[src/rtl/flags_bank_if.sv]
// Flag-bank bus between the ALU/control side (master) and the flag register bank (slave).
// LW must equal $clog2(DEPTH+1) of the connected flags_bank instance.
interface flags_bank_if #(
    parameter int NF = 4,
    parameter int LW = 3
);
    logic [NF-1:0] FlagIn;
    logic [NF-1:0] WrMask;
    logic          Push;
    logic          Pop;
    logic          Clear;
    logic [NF-1:0] Flags;
    logic [LW-1:0] Level;
    logic          Full;
    logic          Empty;
    logic          StackErr;

    modport master (
        output FlagIn, WrMask, Push, Pop, Clear,
        input  Flags, Level, Full, Empty, StackErr
    );

    modport slave (
        input  FlagIn, WrMask, Push, Pop, Clear,
        output Flags, Level, Full, Empty, StackErr
    );
endinterface

[src/rtl/flags_bank.sv]
// Masked condition-flag register with a DEPTH-entry save/restore stack.
// Optional macro FLAGS_BYPASS_EN forwards same-cycle masked writes onto Flags.
module flags_bank #(
    parameter int            NF        = 4,
    parameter int            DEPTH     = 4,
    parameter logic [NF-1:0] RESET_VAL = '0
) (
    input logic         Clk,
    input logic         Reset,
    flags_bank_if.slave bus
);
    localparam int LW = $clog2(DEPTH + 1);
    localparam int IW = (DEPTH > 1) ? $clog2(DEPTH) : 1;

    logic [NF-1:0] flags_q, flags_d;
    logic [LW-1:0] level_q, level_d;
    logic          err_q, err_d;
    logic [NF-1:0] stack_q [DEPTH];

    logic [NF-1:0] masked;
    logic [IW-1:0] top_idx, wr_idx;
    logic          soft_rst, full, empty;
    logic          do_push, do_pop, do_swap, stack_err;

    assign soft_rst = Reset | bus.Clear;
    assign full     = (level_q == LW'(DEPTH));
    assign empty    = (level_q == '0);
    assign wr_idx   = IW'(level_q);
    assign top_idx  = IW'(level_q - LW'(1));
    assign masked   = (flags_q & ~bus.WrMask) | (bus.FlagIn & bus.WrMask);

    // Failed stack ops fall through to a plain masked write
    assign do_push   = bus.Push & ~bus.Pop & ~full;
    assign do_pop    = bus.Pop & ~bus.Push & ~empty;
    assign do_swap   = bus.Push & bus.Pop & ~empty;
    assign stack_err = (bus.Push & ~bus.Pop & full) | (bus.Pop & empty);

    always_comb begin
        flags_d = masked;
        level_d = level_q;
        err_d   = err_q | stack_err;
        if (do_pop || do_swap) begin
            flags_d = stack_q[top_idx];
        end
        if (do_push) begin
            level_d = level_q + LW'(1);
        end else if (do_pop) begin
            level_d = level_q - LW'(1);
        end
    end

    always_ff @(posedge Clk) begin
        if (soft_rst) begin
            flags_q <= RESET_VAL;
            level_q <= '0;
            err_q   <= 1'b0;
        end else begin
            flags_q <= flags_d;
            level_q <= level_d;
            err_q   <= err_d;
        end
    end

    // Stack entries hold no reset value; they are only read below Level
    generate
        for (genvar gi = 0; gi < DEPTH; gi++) begin : g_stack
            always_ff @(posedge Clk) begin
                if (!soft_rst && ((do_push && wr_idx == IW'(gi)) ||
                                  (do_swap && top_idx == IW'(gi)))) begin
                    stack_q[gi] <= flags_q;
                end
            end
        end
    endgenerate

`ifdef FLAGS_BYPASS_EN
    assign bus.Flags = (soft_rst | do_pop | do_swap) ? flags_q : masked;
`else
    assign bus.Flags = flags_q;
`endif
    assign bus.Level    = level_q;
    assign bus.Full     = full;
    assign bus.Empty    = empty;
    assign bus.StackErr = err_q;
endmodule

[src/flat_wrapper.sv]
// flat-port wrapper written by rule: the top's interface ports become plain ports
module flags_bank_flat 
#(
    parameter int            NF        = 4,
    parameter int            DEPTH     = 4,
    parameter logic [NF-1:0] RESET_VAL = '0
)
  (Clk, Reset, bus_FlagIn, bus_WrMask, bus_Push, bus_Pop, bus_Clear, bus_Flags, bus_Level, bus_Full, bus_Empty, bus_StackErr);
  flags_bank_if #(.NF(NF), .LW((3))) bus_i ();
  input logic Clk;
  input logic Reset;
  input wire logic [$bits(bus_i.FlagIn)-1:0] bus_FlagIn;
  input wire logic [$bits(bus_i.WrMask)-1:0] bus_WrMask;
  input wire logic [$bits(bus_i.Push)-1:0] bus_Push;
  input wire logic [$bits(bus_i.Pop)-1:0] bus_Pop;
  input wire logic [$bits(bus_i.Clear)-1:0] bus_Clear;
  output wire logic [$bits(bus_i.Flags)-1:0] bus_Flags;
  output wire logic [$bits(bus_i.Level)-1:0] bus_Level;
  output wire logic [$bits(bus_i.Full)-1:0] bus_Full;
  output wire logic [$bits(bus_i.Empty)-1:0] bus_Empty;
  output wire logic [$bits(bus_i.StackErr)-1:0] bus_StackErr;
  assign bus_i.FlagIn = bus_FlagIn;
  assign bus_i.WrMask = bus_WrMask;
  assign bus_i.Push = bus_Push;
  assign bus_i.Pop = bus_Pop;
  assign bus_i.Clear = bus_Clear;
  assign bus_Flags = bus_i.Flags;
  assign bus_Level = bus_i.Level;
  assign bus_Full = bus_i.Full;
  assign bus_Empty = bus_i.Empty;
  assign bus_StackErr = bus_i.StackErr;
  flags_bank #(.NF(NF), .DEPTH(DEPTH), .RESET_VAL(RESET_VAL)) u_core (.Clk(Clk), .Reset(Reset), .bus(bus_i));
endmodule
[config.mk]
export PLATFORM = sky130hd
export DESIGN_NAME = flags_bank_flat
export DESIGN_NICKNAME = d
export VERILOG_FILES = /design/src/rtl/flags_bank_if.sv /design/src/rtl/flags_bank.sv /design/src/flat_wrapper.sv
export SDC_FILE = /design/constraint.sdc
export NUM_CORES = 1
export LEC_CHECK = 0
export BUFFER_PORTS_ARGS = -buffer_cell sky130_fd_sc_hd__buf_4
export CORE_ASPECT_RATIO = 1.25
export CORE_MARGIN = 2
export CORE_UTILIZATION = 54
export DETAILED_ROUTE_END_ITERATION = 10
export MAX_ROUTING_LAYER = met4
export PLACE_DENSITY = 0.89
export SLEW_MARGIN = 20
export SYNTH_ARGS = -nofsm -noshare
export SYNTH_HDL_FRONTEND = slang
export SYNTH_SLANG_ARGS = --single-unit
[constraint.sdc]
create_clock -name Clk -period 2.2 [get_ports Clk]
set_clock_uncertainty 0.15 [all_clocks]
set_input_delay 0.22 -clock Clk [delete_from_list [all_inputs] [get_ports Clk]]
set_output_delay 0.22 -clock Clk [all_outputs]
set_load 0.02 [all_outputs]
* After elaboration in Yosys (flattened, before gate mapping) *
Memories as Yosys holds them, arrays and structs flattened.
Cells that the tools add are included.

cells by class
  bitwise gates (word level) = 19
  equality and inequality tests = 7
  reduce and logical (&&, ||, !) cells = 25
  $add $sub $neg = 2
  mux-type cells = 20

operator list
  cell                   number
  $mux W4                4
  $logic_and A1 B1 Y1    12
  $reduce_or A4 Y1       3
  $mux W1                11
  $and A1 B1 Y1          8
  $and A4 B4 Y4          2
  $eq A2 B2 Y1 const B   4
  $mux W2                3
  $mux W3                2
  $logic_or A1 B1 Y1     5
  $eq A2 B1 Y1 const B   2
  $logic_not A2 Y1       2
  $not A1 Y1             4
  $not A4 Y4             1
  $or A4 B4 Y4           1
  $add A3 B1 Y3 const B  1
  $eq A3 B3 Y1 const B   1
  $logic_not A3 Y1       1
  $or A1 B1 Y1           3
  $sub A3 B1 Y3 const B  1
  $reduce_bool A2 Y1     1
  $logic_not A1 Y1       1

word-level totals
  memories kept = 1
  bits of input ports = 13
  RAM bits = 16
  word-level logic and storage cells = 77
  register bits = 8
  output and inout bits = 10

memories
  name            words  bits a word  rd ports  clocked after Yosys merged registers in  wr ports  RTL line          text
  u_core.stack_q  4      4            1         0                                        1         flags_bank.sv:18  logic [NF-1:0] stack_q [DEPTH];

* Depth between registers and ports, before layout *
Gate-level depths: netlist (run 1).

  depth in word-level cells = 12
  depth in mapped cells = 8

* Least setup slack after synthesis (run 1) *
OpenSTA, ideal clock, no wires.

  path kind = reg-to-reg
  start point = register u_core.level_q[0], in the netlist u_core.bus.Level[0]
  end point = memory u_core.stack_q[0][0], enable pin
  library setup time = 0.339 ns
  arrival = 1.645 ns
  slack = 0.065 ns
  clock period less this slack = 2.135 ns
  buffers on the path = 3
  cell stages (with the launch flop) = 9
  cell sequence = dfxtp_1 > buf_6 > inv_1 > ha_1 > buf_4 > nand2b_4 > buf_12 > nand3_1 > a21oi_1

on the way
  word-level cells in the longest chain between the ends = 12

RTL lines
  what                                                                    RTL line          text
  from (decl)                                                             flags_bank.sv:16  logic [LW-1:0] level_q, level_d;
  from (signal assigned)                                                  flags_bank.sv:59  level_q <= level_d;
  parallel branches: the longest is 12 deep, another holds $sub A3 B1 Y3  --
  to (decl)                                                               flags_bank.sv:18

Several ways; the timed one is not identified.

* Worst setup path after layout (run 1) *
  start point = register u_core.level_q[1], in the netlist u_core.bus.Level[1]
  end point = output port bus_Empty

on the way
  word-level cells in the longest chain between the ends = 1

RTL lines
  what              RTL line            text
  $logic_not A3 Y1  flags_bank.sv:27    assign empty = (level_q == '0);
  to (decl)         flat_wrapper.sv:20  output wire logic [$bits(bus_i.Empty)-1:0] bus_Empty;

Every way passes these cells.

==> impl_metrics.json, run 1 <==
{
  "status": "complete, no violations",
  "routed_wl_um": 2610,
  "setup_tns_ps": 0,
  "grt_overflow": 0,
  "crit_buf_inv": 3,
  "clock-sinks": 24,
  "crit_top_cell": "inv_1",
  "fin_nets": 140,
  "hp-class": "input pin to flip-flop",
  "criticalPathCategory": "flip-flop to output pin",
  "multi_input_area_um2": 557,
  "cts_max_level": 1,
  "max-cap-violations": 0,
  "cp_max_fo": 14,
  "synthTopCellsByArea": "edfxtp_1 38%, dfxtp_1 13%, mux4_1 6.2%",
  "synth_top_area_share_pct": 37.6,
  "min_period_ps": 2010,
  "fillCellCount": 161,
  "ys_seq_area_share_pct": 50.2,
  "crit_path_top_delay_cell": "dfxtp_1",
  "irDropWorstVdd_mv": 0.322,
  "synth_nets": 118,
  "grt_max_degree": 24,
  "yosysTopAreaCell": "edfxtp_1",
  "n_antenna_cell": 0,
  "utilization_pct": 66.3,
  "cts_hold_buf": 0,
  "area_growth_pct": 14.8,
  "fmax_mhz": 498,
  "avgSynthCellArea_um2": 12.9,
  "dp_slack_ps": 68.5,
  "antenna_found_initial": 0,
  "drc": 0,
  "first_pass_iters": 4,
  "row_count": 19,
  "cts-root-buf": "clkbuf_4",
  "vias": 910,
  "max_slew_margin_pct": 74.7,
  "cp.required_ps": 1830,
  "fin_crit_sh_pct": 91.4,
  "cp-end-kind": "output pin",
  "layout-drive-gt1-share_pct": 29.2,
  "clk_path_buf_depth": 2,
  "final-setup-viol-count": 0,
  "setup_ws_ps": 190,
  "die_h_um": 58.4,
  "hpwl_um": 1890,
  "regArea_um2": 641,
  "synth-seq-cells": 24,
  "cp.arrival_ps": 1640,
  "start_util_pct": 57.7,
  "power_mw": 0.824,
  "crit_path_start_kind": "flip-flop",
  "tightest_slew_ps": 378,
  "post_drt_via_cell_ratio": 6.03,
  "synth_warnings": 0,
  "critPathMaxStageDelay_ps": 470,
  "die_x_um": 47.5,
  "insertion_delay_ps": 320,
  "core_um2": 2210,
  "final_cell_mix": "23 x buf_4, 16 x edfxtp_1, 8 x inv_1, 8 x dfxtp_1",
  "drt_iter0_markers": 41,
  "clkSlewWorstSetupHoldPaths_ps": 120,
  "pin_count": 23,
  "grt_use_total_pct": 21.9,
  "hold_violations": 0,
  "layout_commonest_cell": "buf_4",
  "grt_pass1_wl_um": 4000,
  "gp_congestion": 0.893,
  "slew_violations": 0,
  "netlist_area_um2": 1280,
  "io_buffers": 22,
  "rsz0062_at_grt": "no",
  "worstPathCellList": "inv_1 > ha_2 > nand2b_4 > inv_1 > buf_4",
  "ys_types": 36,
  "wl_per_cell_um": 17.3,
  "cts_tree": "built",
  "critPathTopFamily": "flip-flops",
  "numCtsBuffers": 3,
  "first_global_vias": 876,
  "leakage_nw": 0.554,
  "die_area_um2": 2770,
  "ant_nets": 0,
  "p_per_area_nw_per_um2": 563,
  "synth_cells": 99
}
## worst paths after layout
path | end | cells after the start | start | slack (ps)
setup reg to reg | u_core.stack_q[1][0] | 5 | u_core.bus.Level[1] | 200
hold reg to reg | u_core.bus.StackErr | 1 | u_core.bus.StackErr | 360
setup / recovery | bus_Empty | 5 | u_core.bus.Level[1] | 190
hold / removal | u_core.bus.StackErr | 3 | Reset | 60
## synthesized netlist by cell type, drive strengths merged
master / n
a2111oi: 1
a211oi: 2
a21oi: 6
a221oi: 4
a22oi: 1
a311oi: 4
a31oi: 1
a32o: 1
a32oi: 2
and2b: 1
buf: 6
dfxtp: 8
edfxtp: 16
ha: 6
inv: 8
mux2i: 1
mux4: 4
nand2: 6
nand2b: 2
nand3: 1
nand3b: 2
nor2: 3
nor2b: 6
nor4bb: 1
o21a: 1
o2bb2ai: 1
o31ai: 1
or2: 1
or3b: 2
## layout make-up
class | instances | area share, %
clock buffers | 4 | 1.79
flip-flops and latches | 24 | 43.7
multi-input cells | 61 | 38.0
repair buffers | 23 | 11.8
inverters | 8 | 2.05
well taps | 31 | 2.65
## routing by layer
layer,GRT usage [%],part of all wire [%],vias up
met2,35.3,54,44
met3,3.07,7.2,12
met5,-,0,-
met4,11.9,2.5,0
li1,-,-,426
met1,25.4,37,428
## where the power goes
part           internal [mW]  switching (mW)
clock network         0.0710           0.129
logic                 0.0590          0.0708
registers              0.487         0.00797
total                  0.617           0.207
## what timing repair did
| item | in CTS | in global routing |
|---|---|---|
| endpoints found under the setup margin | 0 | 17 |
| resized for setup | 0 | 3 |
| buffers inserted | 0 | 0 |
## per-stage QoR
step           std cells  area (µm²)  hold WS (ps)
6_report             151        1470          60.5
5_1_grt              151        1470          53.6
4_1_cts              151        1460          51.2
3_5_place_dp         147        1430           330
3_3_place_gp         147        1430           300
2_1_floorplan         99        1280           268
## logic make-up after synthesis
| logic type | Yosys count | share of synthesized area [%] |
|---|---|---|
| compound gates | 25 | 16.3 |
| fa+ha+maj | 6 | 5.88 |
| buf+inv | 14 | 6.96 |
| flops | 24 | 50.2 |
| mux | 5 | 8.73 |
| simple gates | 25 | 12.0 |
## worst reg2reg max path, stage by stage (launching register included)
cell      delay (ps)
dfxtp_1          470
inv_1            140
ha_2             270
nand2b_4         200
a32oi_1          130
nor2_1           320
(Power assumes the default switching activity.)
==> inputs of run 2 (changes only) <==
Settings changed: PLACE_DENSITY 0.89 to 0.84.
==> impl_metrics.json, run 2 (synthesis gave the netlist of run 1 again) <==
{
  "grt_overflow": 0,
  "cp-end-kind": "output pin",
  "criticalPathCategory": "flip-flop to output pin",
  "rsz0062_at_grt": "no",
  "grt_pass1_wl_um": 4120,
  "die_area_um2": 2770,
  "routed_wl_um": 2580,
  "cts-root-buf": "clkbuf_4",
  "die_x_um": 47.5,
  "r2r-end": "u_core.stack_q[2][3]",
  "cts_setup_buffers": 0,
  "fin_cells": 153,
  "min_period_ps": 2020,
  "crit_path_top_delay_cell": "dfxtp_1",
  "setup_ws_ps": 176,
  "start_util_pct": 57.7,
  "status": "complete, no violations",
  "n_antenna_cell": 0,
  "clkSlewWorstSetupHoldPaths_ps": 140,
  "reg2reg_slack_ps": 180,
  "cts_tree": "built",
  "drt_iter0_markers": 16,
  "utilization_pct": 68.0,
  "row_count": 19,
  "core_um2": 2210,
  "rr_worst_depth": 5,
  "crit_start": "u_core.bus.Level[1]",
  "setup_tns_ps": 0,
  "final-setup-viol-count": 0,
  "crit_path_start_kind": "flip-flop",
  "worstPathCellList": "inv_1 > ha_1 > nand2_1 > inv_1 > buf_4",
  "vias": 898,
  "gp_congestion": 0.847,
  "final_cell_mix": "25 x buf_4, 16 x edfxtp_1, 8 x inv_1, 8 x dfxtp_1",
  "dp_cells": 149,
  "pin_count": 23,
  "max-cap-violations": 0,
  "layout-drive-gt1-share_pct": 30.3,
  "ant_nets": 0,
  "numCtsBuffers": 3,
  "critPathMaxStageDelay_ps": 400,
  "cts_max_level": 1,
  "clk_path_buf_depth": 2,
  "antenna_found_initial": 0,
  "die_h_um": 58.4,
  "dp_slack_ps": 113,
  "drc": 0,
  "clock-sinks": 24,
  "first_pass_iters": 4,
  "fin_nets": 142,
  "tightest_slew_ps": 361,
  "holdPathStages": 3,
  "grt_use_total_pct": 21.9,
  "hold_violations": 0,
  "leakage_nw": 0.579,
  "fmax_mhz": 494,
  "max_slew_margin_pct": 75.9,
  "hp-class": "input pin to flip-flop",
  "wl_per_cell_um": 16.8,
  "first_global_vias": 884,
  "irDropWorstVdd_mv": 0.519,
  "place_area_um2": 1440,
  "p_per_area_nw_per_um2": 630,
  "design_area_um2": 1500,
  "slew_violations": 0,
  "cp.arrival_ps": 1650,
  "area_growth_pct": 17.8,
  "grt_max_degree": 24,
  "crit_top_cell": "inv_1",
  "io_buffers": 22,
  "fillCellCount": 177,
  "layout_commonest_cell": "buf_4",
  "fin_crit_sh_pct": 92.0,
  "hpwl_um": 1890,
  "cp_max_fo": 9,
  "r2r-start": "u_core.bus.Level[1]",
  "worstHoldStart": "Reset",
  "insertion_delay_ps": 310,
  "post_drt_via_cell_ratio": 5.87,
  "cp.required_ps": 1830
}
run 2: cell types whose count changed in the layout (fill, tap and decap cells not counted), sizes merged:
cell,delta
buf,+2
clkbuf,-1
bufinv,+1
run 2: how the worst max path moves through the flow:
stage | end | cells after the start
2_1_floorplan | u_core.stack_q[0][0] | 8
3_3_place_gp | u_core.stack_q[0][0] | 6
3_5_place_dp | u_core.stack_q[3][1] | 6
4_1_cts | u_core.stack_q[3][3] | 6
5_1_grt | u_core.stack_q[2][1] | 5
6_report | bus_Full | 5
run 2: per-stage QoR:
stage               total power [mW]  hold slack [ps]
CTS                            0.945              103
global placement               0.632              301
detailed placement             0.637              323
floorplan                      0.594              268
global route                   0.979             99.6
finish                         0.948              105
run 2: layout make-up:
class	instances	area, µm²	share of cell area (%)
clock buffers	3	22.5	1.50
clock inverters	1	30.0	2.00
inverters	8	30.0	2.00
multi-input cells	61	554	36.9
flip-flops and latches	24	641	42.6
well taps	31	38.8	2.58
repair buffers	25	188	12.5
run 2: power by group:
group          switching [mW]  internal (mW)
combinational          0.0730         0.0611
sequential            0.00785          0.487
clock                   0.134          0.184
run 2: critical path: cells and delay by family, from the launching register on:
kind / cells / cell delay (ps)
DFF: 1 / 400
buffers and inverters: 3 / 400
adders and majority gates: 1 / 390
and+or+nand+nor: 1 / 150
run 2: what timing repair did:
action,CTS,global route
hold buffers,0,0
resized for setup,0,2
setup endpoints to repair,0,8
run 2: routing by layer:
layer | GRT usage (%) | vias to the layer above | part of all wire [%]
met5 | - | - | 0
met3 | 2.76 | 8 | 5.8
met4 | 7.94 | 0 | 2.8
met2 | 34.2 | 33 | 54
met1 | 29.2 | 430 | 37
li1 | - | 427 | -
